## config.mk

```make
export PLATFORM = sky130hd
export DESIGN_NAME = alu_bool_arbiter
export DESIGN_NICKNAME = d
export VERILOG_FILES = /design/src/rtl/alu_bool_arbiter.sv
export SDC_FILE = /design/constraint.sdc
export NUM_CORES = 1
export LEC_CHECK = 0
export CAP_MARGIN = 25
export CORE_AREA = 3 3 160 162
export DETAILED_ROUTE_END_ITERATION = 10
export DIE_AREA = 0 0 163 165
export PLACE_DENSITY = 0.57
export SLEW_MARGIN = 15
export SYNTH_ARGS = -nofsm -noshare
export SYNTH_HDL_FRONTEND = slang
export SYNTH_SLANG_ARGS = --single-unit
```

## constraint.sdc

```tcl
create_clock -name clk -period 2 [get_ports clk]
set_input_delay 0.4 -clock clk [delete_from_list [all_inputs] [get_ports clk]]
set_output_delay 0.4 -clock clk [all_outputs]
set_load 0.01 [all_outputs]
```

## src/rtl/alu_bool_arbiter.sv

```systemverilog
// ---------------------------------------------------------------------------
// alu_bool_arbiter
//
// Round-robin arbiter/sequencer that shares one external combinational
// 32-bit boolean ALU (XOR / NE) among N_REQ requesters. One requester is
// granted per cycle, its operands are muxed onto the ALU, and the ALU result
// is captured into a one-entry output slot tagged with the requester index.
//
// Optional feature macro: ALU_BOOL_ARB_ERR_EN
//   When defined, the resp_err port exists and flags results produced by
//   an illegal opcode (anything other than 3'b011 XOR or 3'b100 NE).
//
// Ports
//   clk          single clock, rising edge
//   rst          synchronous active-high reset
//   req_valid    per-requester request valid                  [N_REQ]
//   req_ready    per-requester accept, one-hot or zero        [N_REQ]
//   req_a/req_b  packed operands, requester i at [32i+31:32i] [N_REQ*32]
//   req_opcode   packed opcodes, requester i at [3i+2:3i]     [N_REQ*3]
//   alu_a/alu_b  operands to the shared ALU                   [32]
//   alu_opcode   opcode to the shared ALU, 0 when no grant    [3]
//   alu_result   combinational result from the shared ALU     [32]
//   resp_valid   output slot holds a result
//   resp_ready   consumer accepts the result
//   resp_id      requester index that produced resp_result    [ID_W]
//   resp_result  captured ALU result                          [32]
//   resp_err     illegal-opcode flag (ALU_BOOL_ARB_ERR_EN only)
// ---------------------------------------------------------------------------
module alu_bool_arbiter #(
    parameter int N_REQ = 4,
    parameter int ID_W  = $clog2(N_REQ)
) (
    input  logic                 clk,
    input  logic                 rst,
    input  logic [N_REQ-1:0]     req_valid,
    output logic [N_REQ-1:0]     req_ready,
    input  logic [N_REQ*32-1:0]  req_a,
    input  logic [N_REQ*32-1:0]  req_b,
    input  logic [N_REQ*3-1:0]   req_opcode,
    output logic [31:0]          alu_a,
    output logic [31:0]          alu_b,
    output logic [2:0]           alu_opcode,
    input  logic [31:0]          alu_result,
    output logic                 resp_valid,
    input  logic                 resp_ready,
    output logic [ID_W-1:0]      resp_id,
    output logic [31:0]          resp_result
`ifdef ALU_BOOL_ARB_ERR_EN
    ,
    output logic                 resp_err
`endif
);

    logic [31:0]     a_arr  [N_REQ];
    logic [31:0]     b_arr  [N_REQ];
    logic [2:0]      op_arr [N_REQ];

    logic            resp_valid_reg;
    logic [ID_W-1:0] resp_id_reg;
    logic [31:0]     resp_result_reg;
    logic [ID_W-1:0] rr_ptr_reg;
    logic [ID_W-1:0] rr_ptr_next;

    logic            slot_free;
    logic            grant_found;
    logic [ID_W-1:0] grant_idx;
    logic [ID_W:0]   cand;

    // Unpack the flat request buses into per-requester arrays.
    generate
        for (genvar gi = 0; gi < N_REQ; gi++) begin : g_unpack
            assign a_arr[gi]  = req_a[32*gi +: 32];
            assign b_arr[gi]  = req_b[32*gi +: 32];
            assign op_arr[gi] = req_opcode[3*gi +: 3];
        end
    endgenerate

    // A full slot can be refilled in the same cycle it is drained.
    assign slot_free = !resp_valid_reg || resp_ready;

    // Rotating priority search starting at rr_ptr. The candidate index is
    // kept one bit wider so the wrap works for non-power-of-two N_REQ.
    always_comb begin
        grant_found = 1'b0;
        grant_idx   = '0;
        cand        = '0;
        if (!rst && slot_free) begin
            for (int k = 0; k < N_REQ; k++) begin
                cand = {1'b0, rr_ptr_reg} + (ID_W+1)'(k);
                if (cand >= (ID_W+1)'(N_REQ)) begin
                    cand = cand - (ID_W+1)'(N_REQ);
                end
                if (!grant_found && req_valid[cand[ID_W-1:0]]) begin
                    grant_found = 1'b1;
                    grant_idx   = cand[ID_W-1:0];
                end
            end
        end
    end

    generate
        for (genvar gi = 0; gi < N_REQ; gi++) begin : g_ready
            assign req_ready[gi] = grant_found && (grant_idx == ID_W'(gi));
        end
    endgenerate

    assign alu_a      = grant_found ? a_arr[grant_idx]  : 32'd0;
    assign alu_b      = grant_found ? b_arr[grant_idx]  : 32'd0;
    assign alu_opcode = grant_found ? op_arr[grant_idx] : 3'b000;

    assign rr_ptr_next = (grant_idx == ID_W'(N_REQ-1)) ? '0 : grant_idx + ID_W'(1);

    always_ff @(posedge clk) begin
        if (rst) begin
            resp_valid_reg  <= 1'b0;
            resp_id_reg     <= '0;
            resp_result_reg <= 32'd0;
            rr_ptr_reg      <= '0;
        end else if (grant_found) begin
            resp_valid_reg  <= 1'b1;
            resp_id_reg     <= grant_idx;
            resp_result_reg <= alu_result;
            rr_ptr_reg      <= rr_ptr_next;
        end else if (resp_ready) begin
            // Drain only; id and result keep their last values.
            resp_valid_reg  <= 1'b0;
        end
    end

    assign resp_valid  = resp_valid_reg;
    assign resp_id     = resp_id_reg;
    assign resp_result = resp_result_reg;

`ifdef ALU_BOOL_ARB_ERR_EN
    logic resp_err_reg;
    logic op_illegal;

    assign op_illegal = !((alu_opcode == 3'b011) || (alu_opcode == 3'b100));

    always_ff @(posedge clk) begin
        if (rst) begin
            resp_err_reg <= 1'b0;
        end else if (grant_found) begin
            resp_err_reg <= op_illegal;
        end
    end

    assign resp_err = resp_err_reg;
`endif

endmodule
```

After elaboration in Yosys (flattened, before gate mapping):

Index checks and enable logic that the tools add are counted.

* input port bits: 307
* word-level logic and storage cells: 85
* flip-flop bits (word level): 37
* output and inout port bits: 106

* add/sub/neg operators: 8
* bitwise operators: 1
* equality and inequality tests: 3
* reduce and logical (&&, ||, !) cells: 16
* order comparisons: 9
* multiplexer cells: 44

Operator list (count)
* 32-bit two-way mux: 6
* 32-bit binary-select mux with 2-bit select: 2
* 2-bit two-way mux: 14
* 1-bit two-way mux: 14
* 3-bit greater-or-equal comparator, second input constant: 4
* 2-bit by 3-bit < comparator with 1-bit output, second input constant: 4
* 3-bit two-way mux: 3
* 1-bit binary-select mux with 2-bit select: 4
* 1-bit logical AND: 8
* 2-bit by 1-bit subtractor with 2-bit output, second input constant: 4
* 2-bit by 2-bit adder with 3-bit output, second input constant: 2
* 3-bit binary-select mux with 2-bit select: 1
* 1-bit logical NOT: 5
* 2-bit equality test, second input constant: 2
* 2-bit by 1-bit adder with 3-bit output, second input constant: 1
* 2-bit by 3-bit greater-or-equal comparator with 1-bit output, second input constant: 1
* 2-bit inverter with 3-bit output: 1
* 2-bit by 1-bit adder with 2-bit output, second input constant: 1
* 2-bit by 1-bit equality test with 1-bit output, second input constant: 1
* 2-bit logical NOT: 1
* 2-bit nonzero test: 1
* 1-bit logical OR: 1

Depth between registers and ports, before layout:

* depth in word-level cells: 25
* gate-level depth with buffers: 11
* mapped depth without buffers: 8

Least setup slack after synthesis:

No wires, ideal clock.

* path kind: register to output
* from: register rr_ptr_reg[1]
* to: output req_ready[0]
* data required time: 1.600 ns
* cell stages (with the launch flop): 10
* arrival time: 1.637 ns
* path slack: -0.037 ns
* cell sequence: dfxtp_1 mux2i_1 o22ai_2 a21oi_2 buf_4 buf_8 buf_12 nand2_2 ha_1 and2_1

* longest elaborated chain between the ends: 21
* elaborated cells between the ends (all ways): 48

RTL lines
* start, declared: RTL line 61 `logic [ID_W-1:0] rr_ptr_reg;`
* start signal, assigned: RTL line 123 `rr_ptr_reg <= rr_ptr_next;`
* 2-bit by 3-bit greater-or-equal comparator with 1-bit output or 2-bit by 1-bit subtractor with 2-bit output (tied branches): RTL line 90, 91
* 2-bit two-way mux: RTL line 90 `if (cand >= (ID_W+1)'(N_REQ)) begin`
* 2-bit two-way mux: RTL line 87 `if (!rst && slot_free) begin`
* 1-bit binary-select mux with 2-bit select: RTL line 93 `if (!grant_found && req_valid[cand[ID_W-1:0]]) begin`
* 1-bit two-way mux (not written as such): RTL line 93
* 1-bit two-way mux: RTL line 93
* 1-bit two-way mux: RTL line 87
* 1-bit logical NOT: RTL line 93
* [5 not listed]
* 1-bit two-way mux: RTL line 93
* 1-bit two-way mux: RTL line 87
* 1-bit logical NOT: RTL line 93
* 1-bit logical AND: RTL line 93
* 2-bit two-way mux: RTL line 93
* 2-bit two-way mux: RTL line 87
* 2-bit logical NOT: RTL line 103 `assign req_ready[gi] = grant_found && (grant_idx == ID_W'(gi));`
* 1-bit logical AND (*): RTL line 103
* end, declared: RTL line 36 `output logic [N_REQ-1:0] req_ready,`

Mark *: on every way between the ends. The rest lies on a longest branch, timed or not. The select of a mux whose other input is x is not followed.

Worst setup path after layout:

* from: register rr_ptr_reg[1]
* to: output alu_a[5]

* longest elaborated chain between the ends: 24
* elaborated cells between the ends (all ways): 51

RTL lines
* 2-bit by 3-bit greater-or-equal comparator with 1-bit output or 2-bit by 1-bit subtractor with 2-bit output (tied branches): RTL line 90, 91
* 2-bit two-way mux: RTL line 90
* 2-bit two-way mux: RTL line 87
* 1-bit binary-select mux with 2-bit select: RTL line 93
* 1-bit two-way mux (not written as such): RTL line 93
* 1-bit two-way mux: RTL line 93
* 1-bit two-way mux: RTL line 87
* 1-bit logical NOT: RTL line 93
* [7 not listed]
* 1-bit logical NOT: RTL line 93
* 1-bit logical AND: RTL line 93
* 2-bit two-way mux: RTL line 93
* 2-bit two-way mux: RTL line 87
* 2-bit inverter with 3-bit output (not written as such): RTL line 107 `assign alu_a = grant_found ? a_arr[grant_idx] : 32'd0;`
* 32-bit binary-select mux with 2-bit select: RTL line 107
* 32-bit two-way mux (not written as such) (2 in series): RTL line 107
* 32-bit two-way mux (*): RTL line 107
* end, declared: RTL line 40 `output logic [31:0] alu_a,`

Marks and branches as above.

==> results.cfg <==
[clock_network]
clock_path_buffers = 2
cts_tree = yes
insertion_delay_ns = 0.28
ctsHoldBuffers = 0
clk_pin_slew_ns = 0.06
htreeDepth = 2
clock_sinks = 37
cts_buffers = 5
clock_tree.root_cell = clkbuf_16

[die]
initial_core_util_pct = 14.58
coreArea_mm2 = 0.02425
ios = 413
die_area_mm2 = 0.02690
rows = 57
die_y_um = 165
fp.dieW_um = 163

[drt]
drcViolationCount = 0
routed_wirelength_um = 23160
top_layer = met4
drtAntennaViolNets = 0
via_count = 4955
wl_per_cell_um = 19.26
met3_length_um = 1622
route.met2.wl_um = 11770
drt-vias-per-instance = 4.122
wl_met1_um = 9590
drtIter0Drc = 157
drtPass1Iterations = 4

[sta]
rsz0062_at_grt = true
final_hold_viol_count = 0
min_period_over_period_pct = 127.9
finalCriticalPeriod_ns = 2.559
setup_violations = 71
clock_skew_ns = 0.003142
tightest_slew_ns = 0.3271
fmax_mhz = 390.8
finalMaxSlewViolations = 0
worst_slack_ns = -0.5588
holdWs_ns = 0.4619
slew-limit-headroom_pct = 78.19

[logic_synthesis]
yosys.area_share.simple_pct = 12.64
synth_edf_count = 0
syn_nets = 728
yosys.cell_types.count = 30
ys_ff_latch = 37
yosysSeqAreaShare_pct = 20.96
async_flop_share_pct = 0
synth_flop_cell = dfxtp_1
syn_inst = 417
synth_top_area_share_pct = 38.23
synth_warnings = 0
ys_top_cells_by_count = 135 x mux2i_1, 67 x o22ai_1, 37 x dfxtp_1, 37 x nand2b_1, 36 x nand2_1
synth_top_family_by_area = multiplexers
synth_top_cell_by_area = mux2i_1
synth_mux_area_share_pct = 38.23
syn_avg_cell_area_um2 = 8.476
synth-compound-area-share_pct = 18.51
yosys-top-cells-area = mux2i_1 38%, dfxtp_1 21%, o22ai_1 12%
synth_adder_area_share_pct = 1.416
synth_xor_area_share_pct = 0
synth.cell_area_mm2 = 0.003535
synthMostInstantiatedCell = mux2i_1

[power]
comb_power_share_pct = 65.7
p_sw_mw = 1.567
sw_frac_of_total_pct = 33.31
power_density_mw_per_mm2 = 524.9
intPower_mw = 3.136
clkPwrFrac_pct = 16.2
p_leak_nw = 3.730
seq_power_share_pct = 18.0
vdd_drop_max_mv = 0.3759

[hold_path]
hp-class = register to register

[place]
gp_congestion = 0.7821
pre_cts_ws_ns = -1.125
placed_cells = 1161
dpl.hpwl_um = 17850
portBuffers = 412
placed_area_mm2 = 0.008304

[global_route]
grt_pass1_wl_um = 31400
grtUsageTotal_pct = 15.34
grt_pass1_vias = 5043
grt_max_degree = 41
antenna_found_initial = 3
grt.overflow.total = 0

[layout]
seq_area_um2 = 744.5
layout.nets = 1186
design_area_mm2 = 0.008959
largest_register_ffs = 32
final.fill_count = 2499
syn2layout_area_growth_pct = 153.5
multiInputGateArea_mm2 = 0.002791
layout.cells.non_filler = 1202
drive_gt1_share_pct = 23.06

[run]
cap_viol_max_count = 0

[worst_setup_path]
crit_required_ns = 1.60
cp_max_fo = 5
end_kind = output port
critical_path_class = register to output port
startpoint_type = register
critical_path_arrival_ns = 2.16

[status]
status = complete, but fails checks
violations = negative setup slack
-- cell families (layout without fill, tap and decap cells) --
logic type / after synthesis / after routing
AND/OR/NAND/NOR: 85 / 85
adder cells (fa/ha/maj): 4 / 4
flip-flops: 37 / 37
multiplexers: 135 / 135
buffers and inverters: 45 / 504
AO/OA/AOI/OAI: 111 / 111
other: 0 / 2
-- final timing paths --
path,start,endpoint,slack (ns),cells after the start
max reg2reg,rr_ptr_reg[1],rr_ptr_reg[1],0.12,12
min reg2reg,resp_result[17],resp_result[17],0.46,2
max,rr_ptr_reg[1],alu_a[5],-0.56,10
min,resp_result[17],resp_result[17],0.46,2
-- per-stage QoR --
stage,TNS [ns],utilization [%],power [mW]
after detailed placement,-72.51,34.25,3.532
final,-31.73,36.95,4.702
after floorplan,-0.4025,-,2.004
after CTS,-32.61,36.56,4.714
after global placement,-71.58,34.25,3.523
after global routing,-38.38,36.95,4.964
-- worst max-delay path, cell delays in order, from the launching register on --
cell and delay [ns]:
dfxtp_4 0.39, mux2i_4 0.25, o22ai_4 0.11, a21oi_4 0.16, buf_12 0.14, buf_12 0.11
buf_16 0.14, buf_6 0.11, mux2i_2 0.21, o22ai_1 0.09, buf_2 0.15
-- layout by cell type, fill, tap and decap left out, drive strengths merged, types with 2 or more instances in the layout --
| cell | instances |
|---|---|
| clkdlybuf4s50 | 335 |
| buf | 152 |
| mux2i | 135 |
| o22ai | 68 |
| nand2b | 38 |
| dfxtp | 37 |
| nand2 | 37 |
| o21ai | 36 |
| a21oi | 6 |
| clkbuf | 5 |
| inv | 4 |
| ha | 4 |
| and2 | 4 |
| clkdlybuf4s15 | 3 |
| diode | 2 |
| clkinv | 2 |
| dlygate4sd2 | 2 |
-- cell type report --
cell class | count | area share (%)
timing repair buffer | 492 | 54.19
clock inverter | 3 | 0.1955
multi-input combinational | 335 | 31.16
tap | 324 | 4.525
inverter | 4 | 0.1676
clock buffer | 5 | 1.397
sequential | 37 | 8.310
antenna | 2 | 0.05587
-- power by group through the flow --
| stage | logic, mW | registers, mW | clock network [mW] |
|---|---|---|---|
| 2_1_floorplan | 1.12 | 0.889 | 0 |
| 3_3_place_gp | 2.66 | 0.859 | 0 |
| 3_5_place_dp | 2.67 | 0.861 | 0 |
| 4_1_cts | 3.07 | 0.848 | 0.794 |
| 5_1_grt | 3.28 | 0.856 | 0.828 |
| 6_report | 3.09 | 0.848 | 0.763 |
-- per-layer routing --
metal,vias to the layer above,GRT usage [%]
li1,2463,-
met1,2275,19.00
met2,205,27.81
met3,12,3.461
met4,0,2.038
met5,-,0
-- timing repair --
action,CTS,global route
buffers inserted,28,3
cloned,6,0
endpoints found under the setup margin,72,71
gates resized for setup,387,26
endpoints found under the hold margin,0,0
pin swaps,14,15
Note: power is estimated with default switching activity, not from simulation.
==> RTL edit 1 (config.mk and constraints unchanged) <==
Change the parameter `N_REQ` from 4 to 2.
--- a/src/rtl/alu_bool_arbiter.sv
+++ b/src/rtl/alu_bool_arbiter.sv
@@ -27,7 +27,7 @@
 //   resp_err     illegal-opcode flag (ALU_BOOL_ARB_ERR_EN only)
 // ---------------------------------------------------------------------------
 module alu_bool_arbiter #(
-    parameter int N_REQ = 4,
+    parameter int N_REQ = 2,
     parameter int ID_W  = $clog2(N_REQ)
 ) (
     input  logic                 clk,
Ports: changed (6 resized); port bits go from 413 to 274. The function was not compared with the original's and may differ.
==> RTL edit 1 against the unedited design <==
- the flow still finishes with violations (setup timing)
- synthesized area fell by 41%
- clock power grew 21%
- sequential power decreased by 6.5%
- routed wire length shrank 33%
- cell area down 37%
- total power shrank 39%
- clock skew grew 0.0024 ns
- setup slack improved by 0.49 ns
- sequential cell count down 2
==> RTL edit 1: results <==
group,metric,value,unit
status,status,"finished with violations",
status,violations,"setup timing",
global_route,track_usage,10.7,%
cells_and_area,clkCellAreaFrac,3.04,%
cells_and_area,fin_cells,828,
cells_and_area,antennaDiodeCount,0,
place,io_buffers,273,
timing,fin_ws,-0.0650,ns
yosys,synth.avg_cell_area,10.3,um^2
hold_path,min_path_cells,3,
timing,setup_viol,17,
timing,holdWs,0.464,ns
yosys,synth_cell_types,23,
power_and_ir_drop,power.net_switching,0.768,mW
place,routabilityCongestion,0.734,
setup_path,slowest_delay,0.36,ns
routing,vias,2972,
yosys,yosysSeqAreaShare,33.6,%
cells_and_area,fin_nets,674,
yosys,synthMuxAreaShare,17.3,%
global_route,grt_max_degree,34,
cells_and_area,nonClkBufAreaFrac,53.7,%
cells_and_area,signal_buffers,314,
hold_path,hold_start,"resp_ready",
power_and_ir_drop,pg_seq,0.793,mW
cells_and_area,seq_share,12.4,%
routing,dr.max_layer_used,"met5",
timing,tns,-0.482,ns
setup_path,ff2ff_setup_slack,0.15,ns
place,dpl_cell_area,0.00527,mm^2
setup_path,crit_path_end,"alu_b[3]",
global_route,grtUsageMet1,10.9,%
cells_and_area,utilization,23.4,%
hold_path,hold_path_end,"resp_valid$_SDFFE_PP0P_",
cells_and_area,fill_cells,2648,
routing,wl_met2,7870,um
cells_and_area,n_all_inverters,2,
routing,wl_met3,1930,um
routing,drtIter0Drc,129,
==> RTL edit 1: cell count changes after synthesis, moves of 10 or more <==
cell	delta
nor2b_1	+32
clkbuf_1	-11
o22ai_1	-67
nand2b_1	-35
nand2_1	-34
buf_2	+10
a22o_1	+62
o21ai_1	-28
buf_4	-13
mux2i_1	-135
mux2_2	+29
==> RTL edit 1: cell families (layout without fill, tap and decap cells) <==
| group | Yosys count | count (layout) |
|---|---|---|
| AOI/OAI and AO/OA | 70 | 70 |
| and+or+nand+nor | 43 | 43 |
| DFF | 35 | 35 |
| buffers and inverters | 22 | 324 |
| muxes | 32 | 32 |
==> RTL edit 1: timing repair <==
action                                  in CTS  in global routing
endpoints found under the setup margin     101                 68
gates resized for setup                    327                 13
endpoints found under the hold margin        0                  0
cloned                                       9                  1
pin swaps                                   15                 19
setup buffers                               20                  1
==> RTL edit 2 (same settings) <==
Made on the original files. Add a define of `ALU_BOOL_ARB_ERR_EN`.
--- a/src/rtl/alu_bool_arbiter.sv
+++ b/src/rtl/alu_bool_arbiter.sv
@@ -26,6 +26,8 @@
 //   resp_result  captured ALU result                          [32]
 //   resp_err     illegal-opcode flag (ALU_BOOL_ARB_ERR_EN only)
 // ---------------------------------------------------------------------------
+`define ALU_BOOL_ARB_ERR_EN
+
 module alu_bool_arbiter #(
     parameter int N_REQ = 4,
     parameter int ID_W  = $clog2(N_REQ)
Formal check against the unedited RTL (old outputs only; new: resp_err): equivalent (equiv_simple and equiv_induct, registers matched by name and starting in step).
==> RTL edit 2 against the unedited design <==
- routed wire length decreased by 3.3%
- sequential cell count increased by 1
- total power decreased by 5.3%
- the run still ends with setup timing left
- critical path type is now in2out
- cell area is 9.7% higher
- setup slack worse by 0.41 ns
- first-iteration DRC count decreased by 4.5%
- synthesized area down 3.0%
==> RTL edit 2: results <==
group,metric,value,unit
routing,wire_per_inst,18.3,um
yosys,synth_cell_types,37,
power_and_ir_drop,powerDensity,453,mW/mm^2
global_route,grt_pass1_vias,5215,
yosys,syn_nets,736,
yosys,synthTopCellsByArea,"mux2i_1, dfxtp_1, o22ai_1",
yosys,syn_inst,425,
routing,drt-vias-per-instance,4.21,
cells_and_area,fin_nets,1214,
timing,tns,-59.58,ns
yosys,synth_common_cells,"mux2i_1, nand2_1, o22ai_1",
cells_and_area,antennaDiodeCount,0,
place,routabilityCongestion,0.757,
global_route,grt_pass1_wl,30300,um
timing,clock_skew,0.00412,ns
timing,worstMarginPinSlew,0.602,ns
place,dpl_cell_area,0.00871,mm^2
cells_and_area,drive_gt1_share,36.4,%
power_and_ir_drop,vdd_drop_max,0.320,mV
global_route,track_usage,14.5,%
global_route,antenna_found_initial,0,
power_and_ir_drop,p_leak,4.21,nW
timing,setup_viol,73,
status,violations,"setup timing",
cells_and_area,fill_cells,2456,
routing,drtIter0Drc,150,
place,io_buffers,413,
hold_path,min_path_cells,3,
setup_path,worstPathArrival,2.57,ns
place,hpwl,16800,um
yosys,yosysSeqAreaShare,22.2,%
cells_and_area,fin_cells,1227,
hold_path,hold_path_class,"in2reg",
status,status,"finished with violations",
timing,fin_ws,-0.970,ns
setup_path,ff2ff_path_depth,8,
global_route,grt_max_degree,38,
-- RTL edit 2: cell count changes in the layout (fill, tap and decap cells not counted), moves of 14 or more --
cell and change:
mux2i_1 -40, nand2b_1 -35, buf_2 -14, buf_6 +17, mux2i_2 +22, o22ai_1 -63, nand2_1 +35, buf_4 +19
o22ai_2 +60
-- RTL edit 2: path summary, 6_finish.rpt --
check | start | end | slack [ns]
setup / recovery | req_valid[0] | alu_opcode[1] | -0.97
hold / removal | resp_ready | resp_valid$_SDFFE_PP0P_ | 0.41
setup reg to reg | resp_valid$_SDFFE_PP0P_ | resp_err$_SDFFE_PP0P_ | -0.59
hold reg to reg | resp_result[1]$_SDFFE_PP0P_ | resp_result[1]$_SDFFE_PP0P_ | 0.45
-- RTL edit 2: routing by layer --
layer	share of wire, %	vias to the layer above	GRT usage [%]
li1	-	2553	-
met3	7.3	16	3.09
met5	0	-	0
met4	1.0	0	2.81
met2	53	217	26.8
met1	39	2383	17.4
-- RTL edit 2: cells by family after synthesis --
family / after synthesis / share of synthesized area [%]
multiplexers: 131 / 39.0
buffers and inverters: 47 / 5.55
adder cells (fa/ha/maj): 4 / 1.46
AO/OA/AOI/OAI: 112 / 19.7
AND/OR/NAND/NOR: 93 / 12.1
flip-flops: 38 / 22.2
-- RTL edit 2: through the flow --
| stage | utilization (%) | power, mW | hold WS [ns] | worst slack (ns) |
|---|---|---|---|---|
| floorplan | - | 1.92 | 0.469 | -0.645 |
| global placement | 35.9 | 3.27 | 0.436 | -1.69 |
| detailed placement | 35.9 | 3.27 | 0.440 | -1.71 |
| CTS | 38.9 | 4.32 | 0.405 | -1.12 |
| global route | 40.5 | 4.70 | 0.423 | -1.04 |
| finish | 40.5 | 4.46 | 0.409 | -0.970 |
-- RTL edit 2: layout make-up --
class	instances	area, um^2	share of cell area [%]
repair buffers	510	5020	51.1
multi-input cells	342	3470	35.3
flip-flops and latches	38	766	7.79
well taps	324	405	4.13
clock buffers	6	129	1.31
inverters	6	26.3	0.267
clock inverters	1	7.51	0.0764
-- RTL edit 2: power by group --
part	leakage [nW]	switching (mW)	internal [mW]	total, mW
Sequential	0.317	0.0438	0.832	0.876
Combinational	3.83	1.10	1.71	2.82
Clock	0.0629	0.307	0.455	0.763
Total	4.21	1.45	3.00	4.46
-- RTL edit 2: worst max-delay path, cell delays in order --
cell and delay, ns:
clkdlybuf4s15_1 0.22, nor4_2 0.07, or3b_4 0.41, or4_4 0.52, buf_6 0.18, mux4_2 0.47, and2_4 0.18, buf_6 0.12
-- RTL edit 2: timing repair --
action / in CTS / in global routing
setup endpoints to repair: 94 / 75
pin swaps: 12 / 15
setup buffers: 24 / 19
gates resized for setup: 340 / 130
gates cloned: 10 / 1
